$ cat config.mk
export PLATFORM = sky130hd
export DESIGN_NAME = mdu_sequencer_flat
export DESIGN_NICKNAME = d
export VERILOG_FILES = /design/src/rtl/mdu_pkg.sv /design/src/rtl/mdu_sequencer_if.sv /design/src/rtl/mdu_shift_add.sv /design/src/rtl/mdu_sequencer.sv /design/src/flat_wrapper.sv
export SDC_FILE = /design/constraint.sdc
export NUM_CORES = 1
export LEC_CHECK = 0
export ABC_CLOCK_PERIOD_IN_PS = 6400
export BUFFER_PORTS_ARGS = -buffer_cell sky130_fd_sc_hd__clkbuf_2
export CAP_MARGIN = 20
export CORE_MARGIN = 1.5
export CORE_UTILIZATION = 50
export DETAILED_ROUTE_END_ITERATION = 7
export GPL_ROUTABILITY_DRIVEN = 0
export PLACE_DENSITY = 0.68
export SETUP_SLACK_MARGIN = 0.4
export SYNTH_ARGS = -nofsm -noshare
export SYNTH_HDL_FRONTEND = slang
export SYNTH_SLANG_ARGS = --single-unit
$ cat constraint.sdc
create_clock -name clk -period 6.4 [get_ports clk]
set_input_delay 0.64 -clock clk [delete_from_list [all_inputs] [get_ports clk]]
set_output_delay 0.64 -clock clk [all_outputs]
set_load 0.01 [all_outputs]
$ cat src/rtl/mdu_pkg.sv
// mdu_pkg: shared state enum, default width and counter-width helper for the multiply sequencer
package mdu_pkg;

    localparam int MDU_WIDTH_DEFAULT = 32;

    typedef enum logic [1:0] {IDLE, CALC, FIX, DONE} state_t;

    function automatic int clog2(input int n);
        int r = 0;
        for (int i = 0; i < 32; i++)
            if ((1 << i) < n) r = i + 1;
        return r;
    endfunction

endpackage

$ cat src/rtl/mdu_sequencer_if.sv
// mdu_sequencer_if: EX-stage multiply request/response bundle
//   master (EX side): drives start, is_signed, op_a, op_b, flush; sees stall, busy, done, hi, lo
//   slave (sequencer): the mirror image
interface mdu_sequencer_if #(parameter int WIDTH = 32) ();

    logic             start;
    logic             is_signed;
    logic [WIDTH-1:0] op_a;
    logic [WIDTH-1:0] op_b;
    logic             flush;
    logic             stall;
    logic             busy;
    logic             done;
    logic [WIDTH-1:0] hi;
    logic [WIDTH-1:0] lo;

    modport master (output start, is_signed, op_a, op_b, flush,
                    input  stall, busy, done, hi, lo);
    modport slave  (input  start, is_signed, op_a, op_b, flush,
                    output stall, busy, done, hi, lo);

endinterface

$ cat src/rtl/mdu_shift_add.sv
// mdu_shift_add: one radix-2 shift-add step of the unsigned multiplier
//   acc, mcand, mplr : current upper product half, multiplicand, multiplier/lower half
//   acc_nx, mplr_nx  : the same after one conditional add and a right shift
module mdu_shift_add #(parameter int WIDTH = 32) (
    input  logic [WIDTH-1:0] acc,
    input  logic [WIDTH-1:0] mcand,
    input  logic [WIDTH-1:0] mplr,
    output logic [WIDTH-1:0] acc_nx,
    output logic [WIDTH-1:0] mplr_nx
);

    // one extra bit keeps the carry so it shifts into acc instead of being lost
    logic [WIDTH:0] sum;

    assign sum     = mplr[0] ? {1'b0, acc} + {1'b0, mcand} : {1'b0, acc};
    assign acc_nx  = sum[WIDTH:1];
    assign mplr_nx = {sum[0], mplr[WIDTH-1:1]};

endmodule

$ cat src/rtl/mdu_sequencer.sv
// mdu_sequencer: iterative MULT/MULTU unit writing HI/LO and stalling the pipeline
//   clk, rst_n : clock, asynchronous active-low reset
//   bus        : slave side of mdu_sequencer_if (request in, stall/busy/done/hi/lo out)
module mdu_sequencer
    import mdu_pkg::*;
#(
    parameter int WIDTH = MDU_WIDTH_DEFAULT
) (
    input logic            clk,
    input logic            rst_n,
    mdu_sequencer_if.slave bus
);

    localparam int CW = clog2(WIDTH);
    localparam logic [CW-1:0] LAST = CW'(WIDTH - 1);

    state_t             state, state_nx;
    logic [CW-1:0]      count;
    logic [WIDTH-1:0]   acc, mcand, mplr, acc_nx, mplr_nx;
    logic [WIDTH-1:0]   abs_a, abs_b, hi, lo;
    logic [2*WIDTH-1:0] prod;
    logic               neg, accept, busy;

    // signed operands are multiplied as magnitudes; the sign is restored in FIX
    assign abs_a = (bus.is_signed && bus.op_a[WIDTH-1]) ? -bus.op_a : bus.op_a;
    assign abs_b = (bus.is_signed && bus.op_b[WIDTH-1]) ? -bus.op_b : bus.op_b;
    assign prod  = neg ? ~{acc, mplr} + 1'b1 : {acc, mplr};
    assign bus.hi = hi;
    assign bus.lo = lo;

    mdu_shift_add #(.WIDTH(WIDTH)) u_step (
        .acc    (acc),
        .mcand  (mcand),
        .mplr   (mplr),
        .acc_nx (acc_nx),
        .mplr_nx(mplr_nx)
    );

    always_ff @(posedge clk or negedge rst_n) begin
        if (!rst_n) state <= IDLE;
        else        state <= state_nx;
    end

    // flush overrides every transition, including a start accepted in the same cycle
    always_comb begin
        accept    = bus.start && !bus.flush && (state == IDLE || state == DONE);
        busy      = state == CALC || state == FIX;
        state_nx  = bus.flush                    ? IDLE :
                    accept                       ? CALC :
                    (state == CALC && count == LAST) ? FIX :
                    state == FIX                 ? DONE :
                    state == DONE                ? IDLE : state;
        bus.busy  = busy;
        bus.done  = state == DONE;
        bus.stall = busy || (bus.start && (state == IDLE || state == DONE));
    end

    always_ff @(posedge clk or negedge rst_n) begin
        if (!rst_n) begin
            count <= '0;
            acc   <= '0;
            mcand <= '0;
            mplr  <= '0;
            neg   <= 1'b0;
            hi    <= '0;
            lo    <= '0;
        end else begin
            if (accept) begin
                count <= '0;
                acc   <= '0;
                mcand <= abs_a;
                mplr  <= abs_b;
                neg   <= bus.is_signed && (bus.op_a[WIDTH-1] ^ bus.op_b[WIDTH-1]);
            end else if (state == CALC) begin
                count <= count + 1'b1;
                acc   <= acc_nx;
                mplr  <= mplr_nx;
            end
            if (state == FIX && !bus.flush) {hi, lo} <= prod;
        end
    end

endmodule

$ cat src/flat_wrapper.sv
// flat-port wrapper written by rule: the top's interface ports become plain ports
module mdu_sequencer_flat import mdu_pkg::*;
#(
    parameter int WIDTH = MDU_WIDTH_DEFAULT
)
  (clk, rst_n, bus_start, bus_is_signed, bus_op_a, bus_op_b, bus_flush, bus_stall, bus_busy, bus_done, bus_hi, bus_lo);
  mdu_sequencer_if #(.WIDTH(WIDTH)) bus_i ();
  input logic clk;
  input logic rst_n;
  input wire logic [$bits(bus_i.start)-1:0] bus_start;
  input wire logic [$bits(bus_i.is_signed)-1:0] bus_is_signed;
  input wire logic [$bits(bus_i.op_a)-1:0] bus_op_a;
  input wire logic [$bits(bus_i.op_b)-1:0] bus_op_b;
  input wire logic [$bits(bus_i.flush)-1:0] bus_flush;
  output wire logic [$bits(bus_i.stall)-1:0] bus_stall;
  output wire logic [$bits(bus_i.busy)-1:0] bus_busy;
  output wire logic [$bits(bus_i.done)-1:0] bus_done;
  output wire logic [$bits(bus_i.hi)-1:0] bus_hi;
  output wire logic [$bits(bus_i.lo)-1:0] bus_lo;
  assign bus_i.start = bus_start;
  assign bus_i.is_signed = bus_is_signed;
  assign bus_i.op_a = bus_op_a;
  assign bus_i.op_b = bus_op_b;
  assign bus_i.flush = bus_flush;
  assign bus_stall = bus_i.stall;
  assign bus_busy = bus_i.busy;
  assign bus_done = bus_i.done;
  assign bus_hi = bus_i.hi;
  assign bus_lo = bus_i.lo;
  mdu_sequencer #(.WIDTH(WIDTH)) u_core (.clk(clk), .rst_n(rst_n), .bus(bus_i));
endmodule
---- Word-level counts from Yosys, hierarchy flattened ----
Index checks and enable logic that the tools add are counted.
operators by class
  add/subtract/negate cells ............... 5
  equal/unequal tests ..................... 4
  multiplexer cells ....................... 15
  bitwise gates (word level) .............. 2
  reductions and logical operators ........ 15
operators with widths
  cell                     number
  $mux W32                 8
  $add A64 B1 Y64 const B  1
  $mux W64                 1
  $neg A32 Y32             2
  $not A64 Y64             1
  $add A32 B32 Y33         1
  $mux W33                 1
  $add A32 B1 Y32 const B  1
  $eq A32 B5 Y1 const B    1
  $mux W2                  5
  $logic_and A1 B1 Y1      8
  $reduce_bool A5 Y1       1
  $eq A2 B2 Y1 const B     2
  $logic_or A1 B1 Y1       3
  $eq A2 B1 Y1 const B     1
  $logic_not A2 Y1         1
  $reduce_bool A2 Y1       1
  $logic_not A1 Y1         1
  $xor A1 B1 Y1            1
word-level totals
  bits in registers ....................... 195
  input port bits ......................... 69
  output and inout port bits .............. 67

---- Longest topological paths before layout ----
Gate-level depths: netlist of run 1.
  word-level depth ........................ 6
  mapped depth ............................ 13

---- Modules after synthesis ----
A second synthesis of run 1 with hierarchy kept.
second synthesis, totals
  cells, all modules ...................... 1521
  area total of the unflattened synthesis .. 13236.4 µm²
modules (own cells, without submodules)
  module         times used  cells an instance  area each (µm²)
  mdu_sequencer  1           1154               10676.5
  mdu_shift_add  1           367                2560.0

---- Worst setup path before layout of run 1 ----
Ideal clock, no wire load.
  path kind ............................... register to register
  start ................................... reg u_core.mplr[0]
  end ..................................... reg u_core.hi[22] (netlist: u_core.bus.hi[22])
  setup time .............................. 0.129 ns
  arrival time ............................ 3.380 ns
  required time ........................... 6.271 ns
  path slack .............................. 2.892 ns
  stages on the path, launching flop included .. 14
  buffers on the path ..................... 2
  cell sequence ........................... dfrtp_1 -> inv_1 -> clkbuf_1 -> ha_1 -> or4b_1 -> or3_4 -> or2_1 -> buf_6 -> or4_4 -> nor2b_4 -> nand3_2 -> o41ai_2 -> xor2_1 -> o21ai_1
between the ends
  longest elaborated chain between the ends .. 3
ends and longest elaborated chain
  what                      line                 RTL
  start: declaration        mdu_sequencer.sv:19  logic [WIDTH-1:0] acc, mcand, mplr, acc_nx, mplr_nx;
  start signal: assignment  mdu_sequencer.sv:72  mplr <= abs_b;
  start signal: assignment  mdu_sequencer.sv:77  mplr <= mplr_nx;
  $not A64 Y64              mdu_sequencer.sv:27  assign prod = neg ? ~{acc, mplr} + 1'b1 : {acc, mplr};
  $add A64 B1 Y64           mdu_sequencer.sv:27
  $mux W64                  mdu_sequencer.sv:27
  end signal: assignment    mdu_sequencer.sv:79  if (state == FIX && !bus.flush) {hi, lo} <= prod;
  end: declaration          mdu_sequencer.sv:20  logic [WIDTH-1:0] abs_a, abs_b, hi, lo;
No other way between the ends.
A chain may end at the register's enable or synchronous reset.

---- Final worst setup path of run 1 ----
Same ends and word-level chain as after synthesis.

==> results of run 1 <==
[sequential cells by signal, indices dropped and copies added (netlist names)]
signal         cells
u_core.mplr       32
u_core.bus.lo     32
u_core.bus.hi     32
u_core.mcand      32
u_core.state       2
u_core.count      32
u_core.acc        32
u_core.neg         1
[routing by layer]
metal,up-vias,GRT usage
li1,5258,-
met1,5017,0.361
met2,323,0.380
met3,39,0.0310
met4,0,0.0760
met5,-,0
[power by group through the flow]
| stage | combinational [mW] | sequential, mW | clock (mW) |
|---|---|---|---|
| floorplan | 1.32 | 1.73 | 0 |
| global placement | 1.70 | 1.87 | 0 |
| detailed placement | 1.73 | 1.87 | 0 |
| CTS | 1.74 | 1.85 | 1.08 |
| global route | 1.96 | 1.90 | 1.13 |
| finish | 1.76 | 1.87 | 1.05 |
[kinds of logic (layout without fill, tap and decap cells)]
logic type	after synthesis	after routing	share of synthesized area
multiplexers	46	46	0.0371
flip-flops	195	195	0.394
XOR/XNOR	171	171	0.121
AND/OR/NAND/NOR	479	479	0.181
buffers and inverters	107	201	0.0331
AO/OA/AOI/OAI	402	402	0.193
adder cells (fa/ha/maj)	40	40	0.0410
[worst max path at each step]
stage,start,endpoint,slack [ns],depth (start not counted)
2_1_floorplan,u_core.mplr[0],u_core.bus.hi[22],2.89,13
3_3_place_gp,u_core.mplr[0],u_core.bus.hi[28],2.79,11
3_5_place_dp,u_core.mplr[0],u_core.bus.hi[22],2.70,11
4_1_cts,u_core.mplr[0],u_core.bus.hi[22],2.68,11
5_1_grt,u_core.mplr[0],u_core.bus.hi[22],2.46,11
6_report,u_core.mplr[0],u_core.bus.hi[22],2.68,11
[metrics by stage]
step           hold slack (ns)  cells  setup WS (ns)  power (mW)
6_report                 0.142   1858           2.68        4.68
5_1_grt                  0.168   1858           2.46        4.99
4_1_cts                  0.150   1858           2.68        4.67
3_5_place_dp             0.469   1826           2.70        3.60
3_3_place_gp             0.460   1826           2.79        3.56
2_1_floorplan            0.344   1440           2.89        3.05
[final cells by class]
class	count	area, um2
fill	2179	10500
multi-input combinational	1138	7130
sequential	195	4880
timing repair buffer	145	759
clock buffer	18	439
tap	324	405
clock inverter	14	136
inverter	24	90.1
[cells in the final DEF, fill, tap and decap left out, drive strengths merged, types with 17 or more instances in the layout]
master / instances
dfrtp: 195
xnor2: 57
ha: 39
o21ai: 194
o41ai: 17
a21oi: 74
a21o: 20
nor4: 19
nand2: 209
mux2i: 46
o31ai: 31
nor2b: 22
nand3: 26
nand2b: 17
or3: 18
nor3: 17
nor2: 91
xor2: 114
inv: 33
clkbuf: 153
[worst reg2reg max path, delay by kind of cell (launching register included)]
family / cells / cell delay [ns]
simple gates: 6 / 2.04
buf+inv: 1 / 0.39
flops: 1 / 0.38
compound gates: 2 / 0.33
fa+ha+maj: 1 / 0.28
xor+xnor: 1 / 0.18
==> metrics.txt, run 1 <==
count of unresolved DRC violations after routing=0; antenna violations before repair=0; unrepaired setup endpoints after global routing=no; top-count cell post-synth=sky130_fd_sc_hd__nand2_1; number of nets still failing antenna checks after routing=0; buffer and inverter count on the worst path=1; tightest slew margin relative to the limit=0.353; number of enable flip-flop cells after synthesis=0; antenna fix cells=0; number of ports placed on the die boundary=136; top area cells in the synthesized netlist=sky130_fd_sc_hd__dfrtp_1, sky130_fd_sc_hd__xor2_1, sky130_fd_sc_hd__o21ai_0; largest stage delay on the critical path=0.55 ns; unique cell type count in the Yosys netlist=61; share of flip-flops with an asynchronous set or reset=1.00; Fin Clk Skew=0.0105 ns; global-route wire length before repair=51300 um; area added between synthesis and finish=11.7%; Worst R2R Start=u_core.mplr[0]; number of flip-flops and latches in the synthesized netlist=195; Lkg Pwr=6.21 nW; post-synth top area cell=sky130_fd_sc_hd__dfrtp_1; buffers inserted during post-CTS setup optimization=0; family with the most delay on the worst path=simple AND/OR/NAND/NOR gates; master of the slowest instance on the critical path=sky130_fd_sc_hd__or4_4; clock slew at reported path FFs=0.08 ns; actual slew at the worst max-slew pin=0.970 ns; routed length on met1=15200 um; period utilisation layout=0.582; maximum vdd drop=163 uV; latest clock arrival within the worst-skew pair=0.44 ns; synthesized netlist net count=1549; Avg WL per Cell=16.7 um; Hold-fix buffers, CTS=0; clock root buffer=sky130_fd_sc_hd__clkbuf_16; Design Area, Final=13800 um2; number of nets in the finished design=1630; critical path required time=6.68 ns; total number of H-tree levels=4; launching element type of the critical path=register; warning count from the yosys run=0; fin crit period=3.72 ns; Setup violations, final=0; starting DRC count in detailed routing=827; sum of met2 wire segment lengths after detailed routing=13800 um; area of the die=25700 um2; share of layout cells above drive strength 1=0.126; r2r setup slk=2.68 ns; Syn Area/Cell=8.61 um2; setup total negative slack=0 ns; top achievable clock speed=0.269 GHz; router iterations before antenna repair=5; average via count per standard cell=5.72; nature of the critical path endpoint=register; DP Wirelength=22600 um; Die Wd=160 um; proportion of power drawn by the clock network=0.225; overflow left after global routing=0; number of hold violations in the final report=0; combinational cell fraction of total power=0.375; TritonCTS clock tree=yes; Die H=160 um; area of placed instances=13300 um2; kind of critical path=register to register; cell area power density=338 nW/um2; data arrival time at the worst-slack endpoint=4.01 ns; Worst R2R End=u_core.bus.hi[22]; number of global-route vias before repair=10072; Highest Signal Layer=met4; most frequent cells after synthesis=sky130_fd_sc_hd__nand2_1, sky130_fd_sc_hd__dfrtp_1, sky130_fd_sc_hd__o21ai_0; wire length reported by the detailed router=31100 um; number of vias after detailed routing=10637; Sinks on Clock Net=195; number of clock buffers inserted by TritonCTS=17; Layout Utilization=0.569; number of instances in the synthesized netlist=1440; num rows=57; area share of the largest cell type after synthesis=0.394; # port buffers=135; initial core utilization=0.510; number of pins exceeding their max-slew limit in the final report=0; proportion of total power due to net switching=0.414; net switching power=1.94 mW; total global-route track usage=0.246; Internal Pwr Total=2.74 mW; synthesized area=12400 um2; register area share after synthesis=0.394; metal3 WL=1570 um; Primary FF master, synth=sky130_fd_sc_hd__dfrtp_1; ordered list of cells on the worst path=inv_1 > ha_1 > or4b_1 > or3_4 > or2_1 > or4_4 > nor2b_4 > nand3_2 > o41ai_2 > xor2_1 > o21ai_1; core region area=24300 um2; sequential share of power=0.400; outcome=completed; maximum clock insertion buffer count=2; critical path fanouts, max=16; largest net degree at the start of global routing=116; worst min path class=primary input to async pin; cells on worst reg2reg path=11; max_cap viols=0; quantity of gates resized following cts=0
No activity file was read; power rests on OpenSTA's default activity.
==> inputs of run 2 (changes only) <==
--- a/config.mk
+++ b/config.mk
@@ -5,14 +5,14 @@
 export SDC_FILE = /design/constraint.sdc
 export NUM_CORES = 1
 export LEC_CHECK = 0
-export ABC_CLOCK_PERIOD_IN_PS = 6400
+export ABC_CLOCK_PERIOD_IN_PS = 3220
 export BUFFER_PORTS_ARGS = -buffer_cell sky130_fd_sc_hd__clkbuf_2
 export CAP_MARGIN = 20
 export CORE_MARGIN = 1.5
 export CORE_UTILIZATION = 50
 export DETAILED_ROUTE_END_ITERATION = 7
 export GPL_ROUTABILITY_DRIVEN = 0
-export PLACE_DENSITY = 0.68
+export PLACE_DENSITY = 0.7
 export SETUP_SLACK_MARGIN = 0.4
 export SYNTH_ARGS = -nofsm -noshare
 export SYNTH_HDL_FRONTEND = slang
==> constraint.sdc (replaced) <==
create_clock -name clk -period 3.22 [get_ports clk]
set_input_delay 0.322 -clock clk [delete_from_list [all_inputs] [get_ports clk]]
set_output_delay 0.322 -clock clk [all_outputs]
set_load 0.01 [all_outputs]
==> metrics.txt, run 2 (synthesized netlist as in run 1, its figures left out) <==
Avg WL per Cell=16.9 um (+0.76%); average via count per standard cell=5.66 (-1.1%); Total Power Consumption=9.78 mW (+110%); maximum clock insertion buffer count=2 (unchanged); maximum vdd drop=327 uV (+100%); fin crit period=3.04 ns (-0.684 ns); area of the die=25700 um2 (unchanged); overflow left after global routing=0 (unchanged); data arrival time at the worst-slack endpoint=3.35 ns (-0.66 ns); most used cells in the layout excluding fill and tap cells=sky130_fd_sc_hd__nand2_1, sky130_fd_sc_hd__dfrtp_1, sky130_fd_sc_hd__o21ai_0; unrepaired setup endpoints after global routing=yes; core region area=24300 um2 (unchanged); start point of the critical path=u_core.mplr[0]; area added between synthesis and finish=17.1%; starting DRC count in detailed routing=881 (+6.5%); largest net degree at the start of global routing=129 (+11%); number of global-route vias before repair=10109 (+0.37%); Worst R2R Start=u_core.mplr[0]; launching element type of the critical path=register; worst min path class=primary input to register; count of unresolved DRC violations after routing=0 (unchanged); commonest non-fill, non-tap cell in the layout=sky130_fd_sc_hd__nand2_1; number of clock buffers inserted by TritonCTS=17 (unchanged); Critical path destination=u_core.bus.hi[30]; Final Hold Slack=0.127 ns (-0.0156 ns); Worst R2R End=u_core.bus.hi[30]; clock root buffer=sky130_fd_sc_hd__clkbuf_16; Fin Clk Skew=0.0141 ns (+0.00361 ns); tightest slew margin relative to the limit=0.469 (+0.116); cell area power density=673 nW/um2 (+99%); share of layout cells above drive strength 1=0.169 (+0.0428); r2r setup slk=0.18 ns (-2.50 ns); wire length reported by the detailed router=32000 um (+3.1%); Sinks on Clock Net=195 (unchanged); number of nets still failing antenna checks after routing=0 (unchanged); total number of H-tree levels=4 (unchanged); number of pins exceeding their max-slew limit in the final report=0 (unchanged); outcome=completed; number of hold violations in the final report=0 (unchanged); clock slew at reported path FFs=0.08 ns (about the same); Setup violations, final=0 (unchanged); latest clock arrival within the worst-skew pair=0.44 ns (about the same); cells on worst reg2reg path=11 (unchanged); number of vias after detailed routing=10761 (+1.2%); setup total negative slack=0 ns (unchanged); total global-route track usage=0.250 (+0.00335); actual slew at the worst max-slew pin=0.796 ns (-0.174 ns); Die H=160 um (unchanged); Die Wd=160 um (unchanged); top achievable clock speed=0.329 GHz (+23%); TritonCTS clock tree=yes; DP Wirelength=23100 um (+2.1%); antenna violations before repair=0 (unchanged); number of ports placed on the die boundary=136 (unchanged); global-route wire length before repair=52100 um (+1.6%); router iterations before antenna repair=7 (+2); Lkg Pwr=6.50 nW (+4.7%); max_cap viols=0 (unchanged); initial core utilization=0.510 (unchanged); number of nets in the finished design=1673 (+2.6%); period utilisation layout=0.943 (+0.362); critical path fanouts, max=3 (-13); critical path required time=3.53 ns (-3.15 ns); Post-Place Setup Slack=0.0991 ns (-2.60 ns); num rows=57 (unchanged); kind of critical path=register to register; Worst Setup Slack, final=0.182 ns (-2.50 ns); # port buffers=135 (unchanged); nature of the critical path endpoint=register; antenna fix cells=0 (unchanged); Layout Utilization=0.597 (+0.0276)
run 2: changes by cell type in the layout (fill, tap and decap cells not counted), moves of 3 or more:
cell	change
sky130_fd_sc_hd__or3_4	+3
sky130_fd_sc_hd__o21ai_0	-12
sky130_fd_sc_hd__buf_4	+37
sky130_fd_sc_hd__clkinv_8	+5
sky130_fd_sc_hd__o41ai_1	-4
sky130_fd_sc_hd__o31ai_1	-3
sky130_fd_sc_hd__a21oi_1	-4
sky130_fd_sc_hd__o41ai_4	+3
sky130_fd_sc_hd__buf_12	+3
sky130_fd_sc_hd__or3_1	-3
sky130_fd_sc_hd__a21oi_2	+4
sky130_fd_sc_hd__o21ai_1	+10
run 2: worst min path at each step:
stage                          from                 to  slack (ns)  depth (start not counted)
final                     bus_flush    u_core.state[0]        0.13                          2
after global routing      bus_start    u_core.state[1]        0.12                          2
after CTS                 bus_start    u_core.state[1]        0.11                          2
after detailed placement      rst_n  u_core.bus.lo[12]        0.46                          1
after global placement        rst_n  u_core.bus.lo[14]        0.46                          1
after floorplan               rst_n      u_core.acc[0]        0.03                          0
run 2: cell type report:
class / instances / area (um2)
clock buffer: 17 / 425
clock inverter: 15 / 183
fill: 2169 / 9800
inverter: 24 / 90.1
multi-input combinational: 1138 / 7390
sequential: 195 / 4880
tap: 324 / 405
timing repair buffer: 188 / 1150
run 2: critical path: stages (launching register included):
cell and delay (ns):
sky130_fd_sc_hd__dfrtp_1 0.39, sky130_fd_sc_hd__inv_2 0.08, sky130_fd_sc_hd__ha_4 0.13, sky130_fd_sc_hd__or4b_4 0.45, sky130_fd_sc_hd__or3_4 0.34, sky130_fd_sc_hd__or2_1 0.23
sky130_fd_sc_hd__or4_4 0.47, sky130_fd_sc_hd__nor2b_4 0.19, sky130_fd_sc_hd__nand3_2 0.12, sky130_fd_sc_hd__o21ai_0 0.26, sky130_fd_sc_hd__xor2_1 0.17, sky130_fd_sc_hd__o21ai_0 0.08
run 2: what timing repair did:
action,CTS,global route
hold endpoints to repair,41,0
hold buffers,1,0
gates resized for setup,20,26
setup endpoints to repair,30,46
pin swaps,4,14
buffers inserted,7,6
run 2: layer usage:
| layer | track usage | wire length, um | vias to the layer above |
|---|---|---|---|
| met5 | 0 | 0 | - |
| met2 | 0.379 | 14200 | 290 |
| met1 | 0.372 | 15700 | 5070 |
| li1 | - | - | 5356 |
| met3 | 0.0318 | 1580 | 45 |
| met4 | 0.0743 | 588 | 0 |
run 2: power breakdown:
part           internal [mW]  total (mW)  switching [mW]
registers               2.92        3.56           0.632
logic                   1.72        4.07            2.34
clock network           1.05        2.15            1.10
run 2: through the flow:
step,std cells,instance area [um2]
final,1901,14500
after global routing,1901,14500
after CTS,1894,14300
after detailed placement,1854,13500
after global placement,1854,13500
after floorplan,1440,12400
==> inputs of run 3 (changes only) <==
--- a/config.mk
+++ b/config.mk
@@ -9,10 +9,11 @@
 export BUFFER_PORTS_ARGS = -buffer_cell sky130_fd_sc_hd__clkbuf_2
 export CAP_MARGIN = 20
 export CORE_MARGIN = 1.5
-export CORE_UTILIZATION = 50
+export CORE_UTILIZATION = 54
 export DETAILED_ROUTE_END_ITERATION = 7
 export GPL_ROUTABILITY_DRIVEN = 0
-export PLACE_DENSITY = 0.7
+export PLACE_DENSITY = 0.75
+export REMOVE_ABC_BUFFERS = 1
 export SETUP_SLACK_MARGIN = 0.4
 export SYNTH_ARGS = -nofsm -noshare
 export SYNTH_HDL_FRONTEND = slang
==> metrics.txt, run 3 (synthesized netlist as in run 1, its figures left out) <==
DP Wirelength=23600 um (+2.5%); critical path required time=3.54 ns (about the same); area added between synthesis and finish=18.7%; master of the slowest instance on the critical path=sky130_fd_sc_hd__or4b_4; antenna violations before repair=0 (unchanged); top achievable clock speed=0.322 GHz (-2.3%); worst min path class=primary input to register; Avg WL per Cell=18.2 um (+7.9%); num rows=55 (-3.5%); wire length reported by the detailed router=33900 um (+5.9%); outcome=completed; Die Wd=155 um (-3.7%); hold depth=2 (unchanged); clock slew at reported path FFs=0.07 ns (about the same); actual slew at the worst max-slew pin=0.965 ns (+0.168 ns); number of hold violations in the final report=0 (unchanged); router iterations before antenna repair=5 (-2); cell area power density=691 nW/um2 (+2.6%); worst min-delay path startpoint=bus_start; total global-route track usage=0.283 (+0.0332); critical path fanouts, max=3 (unchanged); fin crit period=3.11 ns (+0.0706 ns); number of ports placed on the die boundary=136 (unchanged); number of nets still failing antenna checks after routing=0 (unchanged); ordered list of cells on the worst path=inv_2 > ha_4 > or4b_4 > or3_4 > or2_4 > or4_4 > nor2b_4 > nand2_4 > buf_4 > o21ai_2 > xor2_1 > o21ai_0; maximum vdd drop=362 uV (+11%); Layout fillers=1846 (-15%); end point of the worst hold path=u_core.state[1]; number of vias after detailed routing=11241 (+4.5%); initial core utilization=0.549 (+0.0395); setup total negative slack=0 ns (unchanged); Lkg Pwr=6.58 nW (+1.3%); largest stage delay on the critical path=0.45 ns (-0.02 ns); data arrival time at the worst-slack endpoint=3.43 ns (+0.08 ns); # port buffers=135 (unchanged); nature of the critical path endpoint=register; unrepaired setup endpoints after global routing=yes; largest net degree at the start of global routing=84 (-35%); latest clock arrival within the worst-skew pair=0.44 ns (about the same); global-route wire length before repair=54300 um (+4.3%); average via count per standard cell=6.03 (+6.5%); Setup violations, final=0 (unchanged); count of unresolved DRC violations after routing=0 (unchanged); antenna fix cells=0 (unchanged); cells on worst reg2reg path=12 (+1); number of global-route vias before repair=10789 (+6.7%); TritonCTS clock tree=yes; share of layout cells above drive strength 1=0.191 (+0.0212); tightest slew margin relative to the limit=0.357 (-0.112); number of nets in the finished design=1677 (+0.24%); Worst R2R Start=u_core.mplr[1]; starting DRC count in detailed routing=899 (+2.0%); family with the most delay on the worst path=simple AND/OR/NAND/NOR gates; area of the die=23900 um2 (-7.3%); total number of H-tree levels=4 (unchanged); clock root buffer=sky130_fd_sc_hd__clkbuf_16; overflow left after global routing=0 (unchanged); maximum clock insertion buffer count=2 (unchanged); Die H=155 um (-3.7%); max_cap viols=0 (unchanged); Fin Clk Skew=0.0121 ns (-0.00201 ns); core region area=22600 um2 (-7.2%); Total Power Consumption=10.2 mW (+4.0%); commonest non-fill, non-tap cell in the layout=sky130_fd_sc_hd__nand2_1; number of pins exceeding their max-slew limit in the final report=0 (unchanged); most used cells in the layout excluding fill and tap cells=sky130_fd_sc_hd__nand2_1, sky130_fd_sc_hd__dfrtp_1, sky130_fd_sc_hd__o21ai_0; r2r setup slk=0.11 ns (-0.07 ns); launching element type of the critical path=register; number of clock buffers inserted by TritonCTS=17 (unchanged); Sinks on Clock Net=195 (unchanged); period utilisation layout=0.965 (+0.0219); kind of critical path=register to register; buffer and inverter count on the worst path=2 (+1); Worst R2R End=u_core.bus.hi[20]
-- run 3: cell types whose count changed in the layout (fill, tap and decap cells not counted), sizes merged --
cell    change
bufinv      +5
buf         +4
clkinv      -4
inv         -4
clkbuf      +2
-- run 3: worst max path at each step --
stage / slack, ns / depth (start not counted) / from / end
final: 0.11 / 12 / u_core.mplr[1] / u_core.bus.hi[20]
after global routing: 0.01 / 12 / u_core.mplr[1] / u_core.bus.hi[6]
after CTS: 0.04 / 11 / u_core.mplr[0] / u_core.bus.hi[28]
after detailed placement: 0.006 / 11 / u_core.mplr[0] / u_core.bus.hi[20]
after global placement: 0.1 / 11 / u_core.mplr[0] / u_core.bus.hi[28]
after floorplan: -2.00 / 7 / u_core.state[0] / u_core.acc[26]
-- run 3: metrics by stage --
step	setup WS, ns	hold WS, ns	util	cells	area, um2
after detailed placement	0.00620	0.384	0.597	1817	13500
after floorplan	-2.00	0.0264	-	1357	12100
after global placement	0.0971	0.387	0.597	1817	13500
final	0.111	0.0968	0.652	1865	14700
after global routing	0.0103	0.127	0.652	1865	14700
after CTS	0.0441	0.0912	0.636	1858	14300
-- run 3: layout make-up --
cell class	count	area [um2]	area share
multi-input combinational	1138	7560	0.514
sequential	195	4880	0.332
timing repair buffer	192	1170	0.0799
clock buffer	19	443	0.0301
tap	285	357	0.0242
clock inverter	12	203	0.0138
inverter	24	90.1	0.00612
-- run 3: repair_timing --
action | in CTS | in global routing
hold buffers | 1 | 0
setup endpoints to repair | 35 | 57
pin swaps | 21 | 31
resized for setup | 36 | 66
endpoints found under the hold margin | 73 | 0
cloned | 0 | 0
setup buffers | 9 | 7
-- run 3: per-layer routing --
metal / track usage / wire length (um) / up-vias
li1: - / - / 5333
met1: 0.378 / 14300 / 5432
met2: 0.465 / 16500 / 402
met3: 0.0476 / 2170 / 74
met4: 0.103 / 990 / 0
met5: 0 / 0 / -
-- run 3: report_power, final --
group | internal [mW] | total [mW] | switching, mW
clock | 1.40 | 2.39 | 0.988
sequential | 2.93 | 3.61 | 0.678
combinational | 1.75 | 4.17 | 2.41
total | 6.08 | 10.2 | 4.08
